`src/rtl/spi_axis_packer.sv`:
```
// Packs 24-bit ADC samples into a FWFT FIFO and streams them out as framed AXI4-Stream.
// Optional SPI_AXIS_SEQ_TAG_EN puts an 8-bit sequence tag in tdata[31:24].
module spi_axis_packer #(
  parameter int DEPTH     = 16,
  parameter int FRAME_LEN = 64,
  parameter int OVF_WIDTH = 16
) (
  input  logic                   clock_i,
  input  logic                   reset_L_i,
  input  logic                   sample_valid_i,
  input  logic [23:0]            sample_i,
  input  logic                   enable_i,
  output logic [31:0]            m_axis_tdata_o,
  output logic                   m_axis_tvalid_o,
  input  logic                   m_axis_tready_i,
  output logic                   m_axis_tlast_o,
  output logic [$clog2(DEPTH):0] fill_level_o,
  output logic [OVF_WIDTH-1:0]   overflow_count_o
);

  localparam int AW = $clog2(DEPTH);
  localparam int FW = (FRAME_LEN > 1) ? $clog2(FRAME_LEN) : 1;
  localparam logic [FW-1:0] FLAST = FW'(FRAME_LEN - 1);

  logic [31:0]          mem_q [DEPTH];
  logic [AW:0]          wptr_q, wptr_d;
  logic [AW:0]          rptr_q, rptr_d;
  logic [AW:0]          rnext;
  logic [AW:0]          fill_q, fill_d;
  logic [31:0]          head_q, head_d;
  logic [OVF_WIDTH-1:0] ovf_q, ovf_d;
  logic [FW-1:0]        frm_q, frm_d;
  logic [31:0]          wdata;
  logic                 empty, full;
  logic                 take, push, pop, drop;

  assign empty = (wptr_q == rptr_q);
  assign full  = (wptr_q[AW] != rptr_q[AW]) &&
                 (wptr_q[AW-1:0] == rptr_q[AW-1:0]);
  assign take  = sample_valid_i & enable_i;
  assign pop   = ~empty & m_axis_tready_i;
  assign push  = take & (~full | pop);
  assign drop  = take & full & ~pop;
  assign rnext = rptr_q + 1'b1;

`ifdef SPI_AXIS_SEQ_TAG_EN
  logic [7:0] tag_q;

  // Dropped samples advance the tag too, exposing gaps downstream
  always_ff @(posedge clock_i or negedge reset_L_i) begin
    if (!reset_L_i) begin
      tag_q <= '0;
    end else if (take) begin
      tag_q <= tag_q + 8'd1;
    end
  end

  assign wdata = {tag_q, sample_i};
`else
  assign wdata = {{8{sample_i[23]}}, sample_i};
`endif

  always_comb begin
    wptr_d = wptr_q;
    rptr_d = rptr_q;
    fill_d = fill_q;
    head_d = head_q;
    ovf_d  = ovf_q;
    frm_d  = frm_q;
    if (push) wptr_d = wptr_q + 1'b1;
    if (pop)  rptr_d = rnext;
    unique case ({push, pop})
      2'b10:   fill_d = fill_q + 1'b1;
      2'b01:   fill_d = fill_q - 1'b1;
      default: fill_d = fill_q;
    endcase
    // Head register tracks the word at the read pointer after this cycle
    if (pop) begin
      if (fill_q == (AW+1)'(1)) begin
        if (push) head_d = wdata;
      end else begin
        head_d = mem_q[rnext[AW-1:0]];
      end
    end else if (empty && push) begin
      head_d = wdata;
    end
    if (drop && ovf_q != '1) ovf_d = ovf_q + 1'b1;
    if (pop) begin
      frm_d = (frm_q == FLAST) ? '0 : frm_q + 1'b1;
    end else if (!enable_i && empty) begin
      frm_d = '0;
    end
  end

  always_ff @(posedge clock_i or negedge reset_L_i) begin
    if (!reset_L_i) begin
      wptr_q <= '0;
      rptr_q <= '0;
      fill_q <= '0;
      head_q <= '0;
      ovf_q  <= '0;
      frm_q  <= '0;
    end else begin
      wptr_q <= wptr_d;
      rptr_q <= rptr_d;
      fill_q <= fill_d;
      head_q <= head_d;
      ovf_q  <= ovf_d;
      frm_q  <= frm_d;
    end
  end

  always_ff @(posedge clock_i) begin
    if (push) mem_q[wptr_q[AW-1:0]] <= wdata;
  end

  assign m_axis_tvalid_o  = ~empty;
  assign m_axis_tdata_o   = head_q;
  assign m_axis_tlast_o   = ~empty && (frm_q == FLAST);
  assign fill_level_o     = fill_q;
  assign overflow_count_o = ovf_q;

endmodule

```
`config.mk`:
```
export PLATFORM = sky130hd
export DESIGN_NAME = spi_axis_packer
export DESIGN_NICKNAME = d
export VERILOG_FILES = /design/src/rtl/spi_axis_packer.sv
export SDC_FILE = /design/constraint.sdc
export NUM_CORES = 1
export LEC_CHECK = 0
export CAP_MARGIN = 20
export CORE_ASPECT_RATIO = 0.5
export CORE_MARGIN = 1.5
export CORE_UTILIZATION = 45
export CTS_BUF_LIST = sky130_fd_sc_hd__clkbuf_4 sky130_fd_sc_hd__clkbuf_8
export CTS_CLUSTER_SIZE = 16
export DETAILED_ROUTE_END_ITERATION = 7
export PLACE_DENSITY_LB_ADDON = 0.25
export SYNTH_ARGS = -nofsm -noshare
export SYNTH_HDL_FRONTEND = slang
export SYNTH_SLANG_ARGS = --single-unit
export TNS_END_PERCENT = 1
```
`constraint.sdc`:
```
create_clock -name clock_i -period 3.7 [get_ports clock_i]
set_input_delay 0.74 -clock clock_i [delete_from_list [all_inputs] [get_ports clock_i]]
set_output_delay 0.74 -clock clock_i [all_outputs]
set_load 0.01 [all_outputs]
```
Word-level counts from Yosys, hierarchy flattened

Memory sizes are Yosys's and may differ from the RTL's.
Cells that the tools add are included.

Bits in registers: 69
Memory bits (writable): 512
Output and inout bits: 55
Word-level logic and storage cells: 51
Memories kept: 1

Memories:

| memory | words | bits a word | rd ports | clocked after Yosys merged registers in | write ports | line | source |
|---|---|---|---|---|---|---|---|
| mem_q  | 16    | 32          | 1        | 0                                       | 1           | 25   | `logic [31:0] mem_q [DEPTH];` |

Add/sub/neg operators: 6
Equal/unequal tests: 9
Muxes and demuxes: 10
Bitwise logic cells: 9
Reductions and logical operators: 10

Operator list:

| kind                                                                | count |
|---|---|
| 32-bit 2-to-1 mux                                                   | 4 |
| 6-bit 2-to-1 mux                                                    | 3 |
| 16-bit by 1-bit adder with 16-bit output (second input constant)    | 1 |
| 16-bit inequality test (second input constant)                      | 1 |
| 5-bit by 1-bit adder with 5-bit output (second input constant)      | 3 |
| 5-bit one-hot mux with 2 select lines                               | 1 |
| 6-bit by 1-bit adder with 6-bit output (second input constant)      | 1 |
| 6-bit == test (second input constant)                               | 1 |
| 2-bit nonzero test                                                  | 3 |
| 1-bit bitwise AND                                                   | 5 |
| 5-bit by 1-bit == test with 1-bit output (second input constant)    | 1 |
| 5-bit == test                                                       | 1 |
| 1-bit logical AND                                                   | 5 |
| 5-bit by 1-bit subtractor with 5-bit output (second input constant) | 1 |
| 4-bit == test                                                       | 1 |
| 3-bit inequality test (second input constant)                       | 1 |
| 1-bit NOT                                                           | 3 |
| 2-bit by 1-bit == test with 1-bit output (second input constant)    | 1 |
| 2-bit == test (second input constant)                               | 1 |
| 1-bit 2-to-1 mux                                                    | 2 |
| 2-bit AND reduction                                                 | 1 |
| 1-bit zero test                                                     | 1 |
| 1-bit inequality test                                               | 1 |
| 1-bit bitwise OR                                                    | 1 |

Logic depth before layout (Yosys ltp)

Depth in word-level cells: 8
Gate-level depth with buffers: 10
Mapped depth without buffers: 7

Worst setup path after synthesis

Ideal clock, no wire load.

Path kind: input to register
From: input m_axis_tready_i
To: memory mem_q[0][0], enable pin
Setup time: 435 ps
Data arrival time: 3177 ps
Data required time: 3265 ps
Slack: 87 ps
Cell stages on the path: 5
Cell sequence: clkbuf_1 nor2_1 a21oi_2 nand2_1 nor3_1

Word-level cells in the longest chain between the ends: 5

RTL lines:

| what                                   | line | source |
|---|---|---|
| from (decl)                            | 15   | `input logic m_axis_tready_i,` |
| 1-bit bitwise AND                      | 41   | `assign pop = ~empty & m_axis_tready_i;` |
| 1-bit bitwise OR                       | 42   | `assign push = take & (~full \| pop);` |
| 1-bit bitwise AND                      | 42   |  |
| 1-bit 2-to-1 mux                       | 114  | `if (push) mem_q[wptr_q[AW-1:0]] <= wdata;` |
| 1-bit 2-to-1 mux (not written as such) | 114  |  |
| to (decl)                              | 25   |  |

No other way between the ends.

Final worst setup path

From: register wptr_q[3]
To: output m_axis_tlast_o

Word-level cells in the longest chain between the ends: 3

RTL lines:

| what                   | line | source |
|---|---|---|
| from (decl)            | 26   | `logic [AW:0] wptr_q, wptr_d;` |
| from (signal assigned) | 104  | `wptr_q <= wptr_d;` |
| 5-bit == test          | 37   | `assign empty = (wptr_q == rptr_q);` |
| 1-bit NOT              | 119  | `assign m_axis_tlast_o = ~empty && (frm_q == FLAST);` |
| 1-bit logical AND      | 119  |  |
| to (decl)              | 16   | `output logic m_axis_tlast_o,` |

No other way between the ends.

==> flow_results.xml <==
<?xml version="1.0" encoding="UTF-8"?>
<metrics>
  <group name="outcome">
    <metric name="status" unit="">finished, final reports clean</metric>
  </group>
  <group name="pwr">
    <metric name="sw_frac_of_total" unit="%">35.0</metric>
    <metric name="combinationalPowerShare" unit="%">39.1</metric>
    <metric name="net_sw_power" unit="mW">5.79</metric>
    <metric name="max-vdd-ir-drop" unit="V">0.000439</metric>
    <metric name="leakage" unit="nW">7.18</metric>
    <metric name="clock_power_share" unit="%">22.8</metric>
    <metric name="cell_internal_power" unit="mW">10.7</metric>
    <metric name="power_frac_seq" unit="%">38.1</metric>
    <metric name="cellPowerDensity" unit="nW/um^2">792</metric>
  </group>
  <group name="clock_tree">
    <metric name="cts_hold_buffers" unit="">0</metric>
    <metric name="cts.path.max_buffers" unit="">3</metric>
    <metric name="cts_tree" unit="">yes</metric>
    <metric name="htree_levels" unit="">2</metric>
    <metric name="cts_setup_buffers" unit="">0</metric>
    <metric name="cts.reportedPaths.clkPinSlew" unit="ns">0.06</metric>
    <metric name="clk_latency" unit="ns">0.64</metric>
    <metric name="cts_resized" unit="">0</metric>
    <metric name="clock_tree.root_cell" unit="">clkbuf_8</metric>
    <metric name="numCtsBuffers" unit="">61</metric>
    <metric name="clock_sinks" unit="">445</metric>
  </group>
  <group name="global_route">
    <metric name="grt_antenna_before_repair" unit="">1</metric>
    <metric name="first_global_vias" unit="">9548</metric>
    <metric name="pin_count_of_the_biggest_net_entering_global_routing" unit="">72</metric>
    <metric name="globalRouteTotalUtil" unit="%">21.2</metric>
    <metric name="wire_length_of_the_first_global_routing_pass" unit="microns">62700</metric>
    <metric name="global_route.overflow_total" unit="">0</metric>
  </group>
  <group name="placement">
    <metric name="dp_hpwl" unit="microns">27500</metric>
    <metric name="gpl.final_weighted_congestion" unit="">0.865</metric>
    <metric name="pre_cts_slack" unit="ns">0.669</metric>
    <metric name="io_buffer_count" unit="">83</metric>
    <metric name="post_dp_cell_area" unit="sq um">19600</metric>
    <metric name="cells_after_dpl" unit="">1570</metric>
  </group>
  <group name="drt">
    <metric name="routed_via_density" unit="">5.64</metric>
    <metric name="dr_total_vias" unit="">9502</metric>
    <metric name="drt-wirelength-per-cell" unit="microns">25.2</metric>
    <metric name="first_iter_violations" unit="">769</metric>
    <metric name="routed_wirelength" unit="microns">42600</metric>
    <metric name="dr_drc_count" unit="">0</metric>
    <metric name="final_antenna_net_count" unit="">0</metric>
    <metric name="detail_route.first_pass.iterations" unit="">5</metric>
  </group>
  <group name="sta">
    <metric name="fmax" unit="GHz">0.311</metric>
    <metric name="timing.final.hold_violations" unit="">0</metric>
    <metric name="post-route-worst-setup-slack" unit="ns">0.480</metric>
    <metric name="min_period_over_period" unit="%">87.0</metric>
    <metric name="finish_stage_setup_viols" unit="">0</metric>
    <metric name="clock_skew" unit="ns">0.0566</metric>
    <metric name="slew_headroom" unit="%">25.9</metric>
    <metric name="slew_violations" unit="">0</metric>
    <metric name="worstMarginPinSlew" unit="ns">1.11</metric>
    <metric name="finalWorstPathRequiredPeriod" unit="ns">3.22</metric>
    <metric name="grt_setup_unrepaired" unit="">no</metric>
    <metric name="totalNegativeSetupSlack" unit="ns">0</metric>
  </group>
  <group name="layout">
    <metric name="area_of_the_multi_input_gates" unit="sq um">4380</metric>
    <metric name="finish.instance_area" unit="sq um">20900</metric>
    <metric name="sequential_cell_area" unit="sq um">13100</metric>
    <metric name="syn_to_final_growth" unit="%">16.3</metric>
    <metric name="fin_cells" unit="">1686</metric>
    <metric name="nFillCells" unit="">3048</metric>
    <metric name="final_net_count" unit="">1142</metric>
    <metric name="drive_gt1_share" unit="%">26.1</metric>
  </group>
  <group name="critical_path">
    <metric name="cp_data_required_time" unit="ns">2.96</metric>
    <metric name="cp-end-kind" unit="">output port</metric>
    <metric name="timing.critical_path.fanout_max" unit="">10</metric>
    <metric name="critPathArrivalTime" unit="ns">2.48</metric>
    <metric name="startpoint_type" unit="">flip-flop</metric>
    <metric name="startpoint" unit="">wptr_q[3]</metric>
    <metric name="worst-setup-path-type" unit="">reg -&gt; out</metric>
    <metric name="regToRegStartpoint" unit="">wptr_q[3]</metric>
  </group>
  <group name="logic_synthesis">
    <metric name="syn_avg_cell_area" unit="sq um">18.8</metric>
    <metric name="ys_warn_count" unit="">0</metric>
    <metric name="synth_ff_type" unit="">edfxtp_1</metric>
    <metric name="number_of_flops_mapped_to_enable_cells_by_yosys" unit="">384</metric>
    <metric name="synth.most_common_cell" unit="">edfxtp_1</metric>
    <metric name="sequential_to_total_area_share_from_yosys_stat" unit="%">72.8</metric>
    <metric name="synth_top_area_share" unit="%">64.3</metric>
    <metric name="netlist_top_cells_count" unit="">edfxtp_1 (384), mux4_2 (96), dfrtp_1 (61), nor2_1 (51), inv_1 (50)</metric>
    <metric name="synth_seq_cells" unit="">445</metric>
    <metric name="postSynth.asyncResetShare" unit="%">13.7</metric>
    <metric name="ys_types" unit="">57</metric>
    <metric name="synth_largest_area_cell" unit="">edfxtp_1</metric>
    <metric name="post_synth_instance_area" unit="sq um">17900</metric>
    <metric name="synth.area.top_cells" unit="">edfxtp_1 (64%), mux4_2 (12%), dfrtp_1 (8.5%)</metric>
    <metric name="postSynthCellCount" unit="">956</metric>
    <metric name="mappedNetlistNets" unit="">995</metric>
  </group>
  <group name="die">
    <metric name="fp.coreArea" unit="sq um">39100</metric>
    <metric name="die_w" unit="microns">285</metric>
    <metric name="design.portCount" unit="">84</metric>
    <metric name="die_area" unit="sq um">41100</metric>
    <metric name="rows" unit="">51</metric>
    <metric name="die_height" unit="microns">144</metric>
    <metric name="floorplan.initialDensity" unit="%">45.9</metric>
  </group>
  <group name="flow_run">
    <metric name="drv_cap" unit="">0</metric>
  </group>
  <group name="hold_path">
    <metric name="worst_hold_path_type" unit="">in -&gt; async</metric>
  </group>
</metrics>
kinds of logic after synthesis:
logic type      synth area share, %
xor+xnor                       1.51
buf+inv                        3.31
simple gates                   3.40
mux                            12.2
compound gates                 6.04
flops                          72.8
fa+ha+maj                     0.698
critical path, cell delays in order, from the launching register on:
cell and delay, ns:
dfrtp_1 0.69, xnor2_1 0.20, nand4_1 0.17, nor2_2 0.11
buf_4 0.18, nor2_1 0.06, clkdlybuf4s50_1 0.47
flip-flops by register name (all words and copies together), names as in the netlist:
signal and count:
fill_level_o 5, frm_q 6, m_axis_tdata_o 24, mem_q 384
overflow_count_o 16, rptr_q 5, wptr_q 5
cells in the final DEF (no fill, tap or decap), types with 24 or more instances in the layout:
master / count
clkbuf_4: 24
nor2_1: 39
xnor2_1: 27
buf_4: 50
clkdlybuf4s50_1: 82
nand2_1: 24
clkbuf_8: 64
inv_1: 50
dfrtp_1: 60
mux4_2: 96
edfxtp_1: 384
per-stage QoR:
stage               power (mW)  utilization (%)  hold slack (ns)
floorplan                 10.5                -            0.438
global placement          12.8             50.2            0.457
detailed placement        12.9             50.2            0.465
CTS                       16.6             53.3            0.107
global route              17.3             53.3            0.145
finish                    16.5             53.3            0.122
final timing paths:
check	to	slack [ns]	cells past startpoint
setup / recovery	m_axis_tlast_o	0.48	6
hold / removal	overflow_count_o[8]	0.12	1
setup reg to reg	mem_q[12][3]	0.83	6
hold reg to reg	m_axis_tdata_o[8]	0.48	1
max in group asynchronous	m_axis_tdata_o[8]	2.81	2
min in group clock_i	m_axis_tdata_o[8]	0.48	1
routing by layer:
layer | vias to the layer above | track usage, % | routed length [microns]
li1 | 4114 | - | -
met1 | 4981 | 30.9 | 18700
met2 | 364 | 32.2 | 19300
met3 | 43 | 5.80 | 4120
met4 | 0 | 4.07 | 459
met5 | - | 0 | 0
layout make-up:
type	count	share of cell area, %
Tap cell	530	3.18
Inverter	55	0.990
Clock inverter	27	0.732
Antenna cell	1	0.0120
Clock buffer	88	5.09
Multi-Input combinational cell	400	21.0
Timing Repair Buffer	140	6.43
Sequential cell	445	62.6
power groups by stage:
stage          combinational [mW]  clock [mW]  sequential (mW)
2_1_floorplan                4.23           0             6.32
3_3_place_gp                 6.43           0             6.37
3_5_place_dp                 6.49           0             6.39
4_1_cts                      6.51        3.84             6.30
5_1_grt                      6.89        4.05             6.35
6_report                     6.47        3.77             6.30
(Power assumes the default switching activity.)
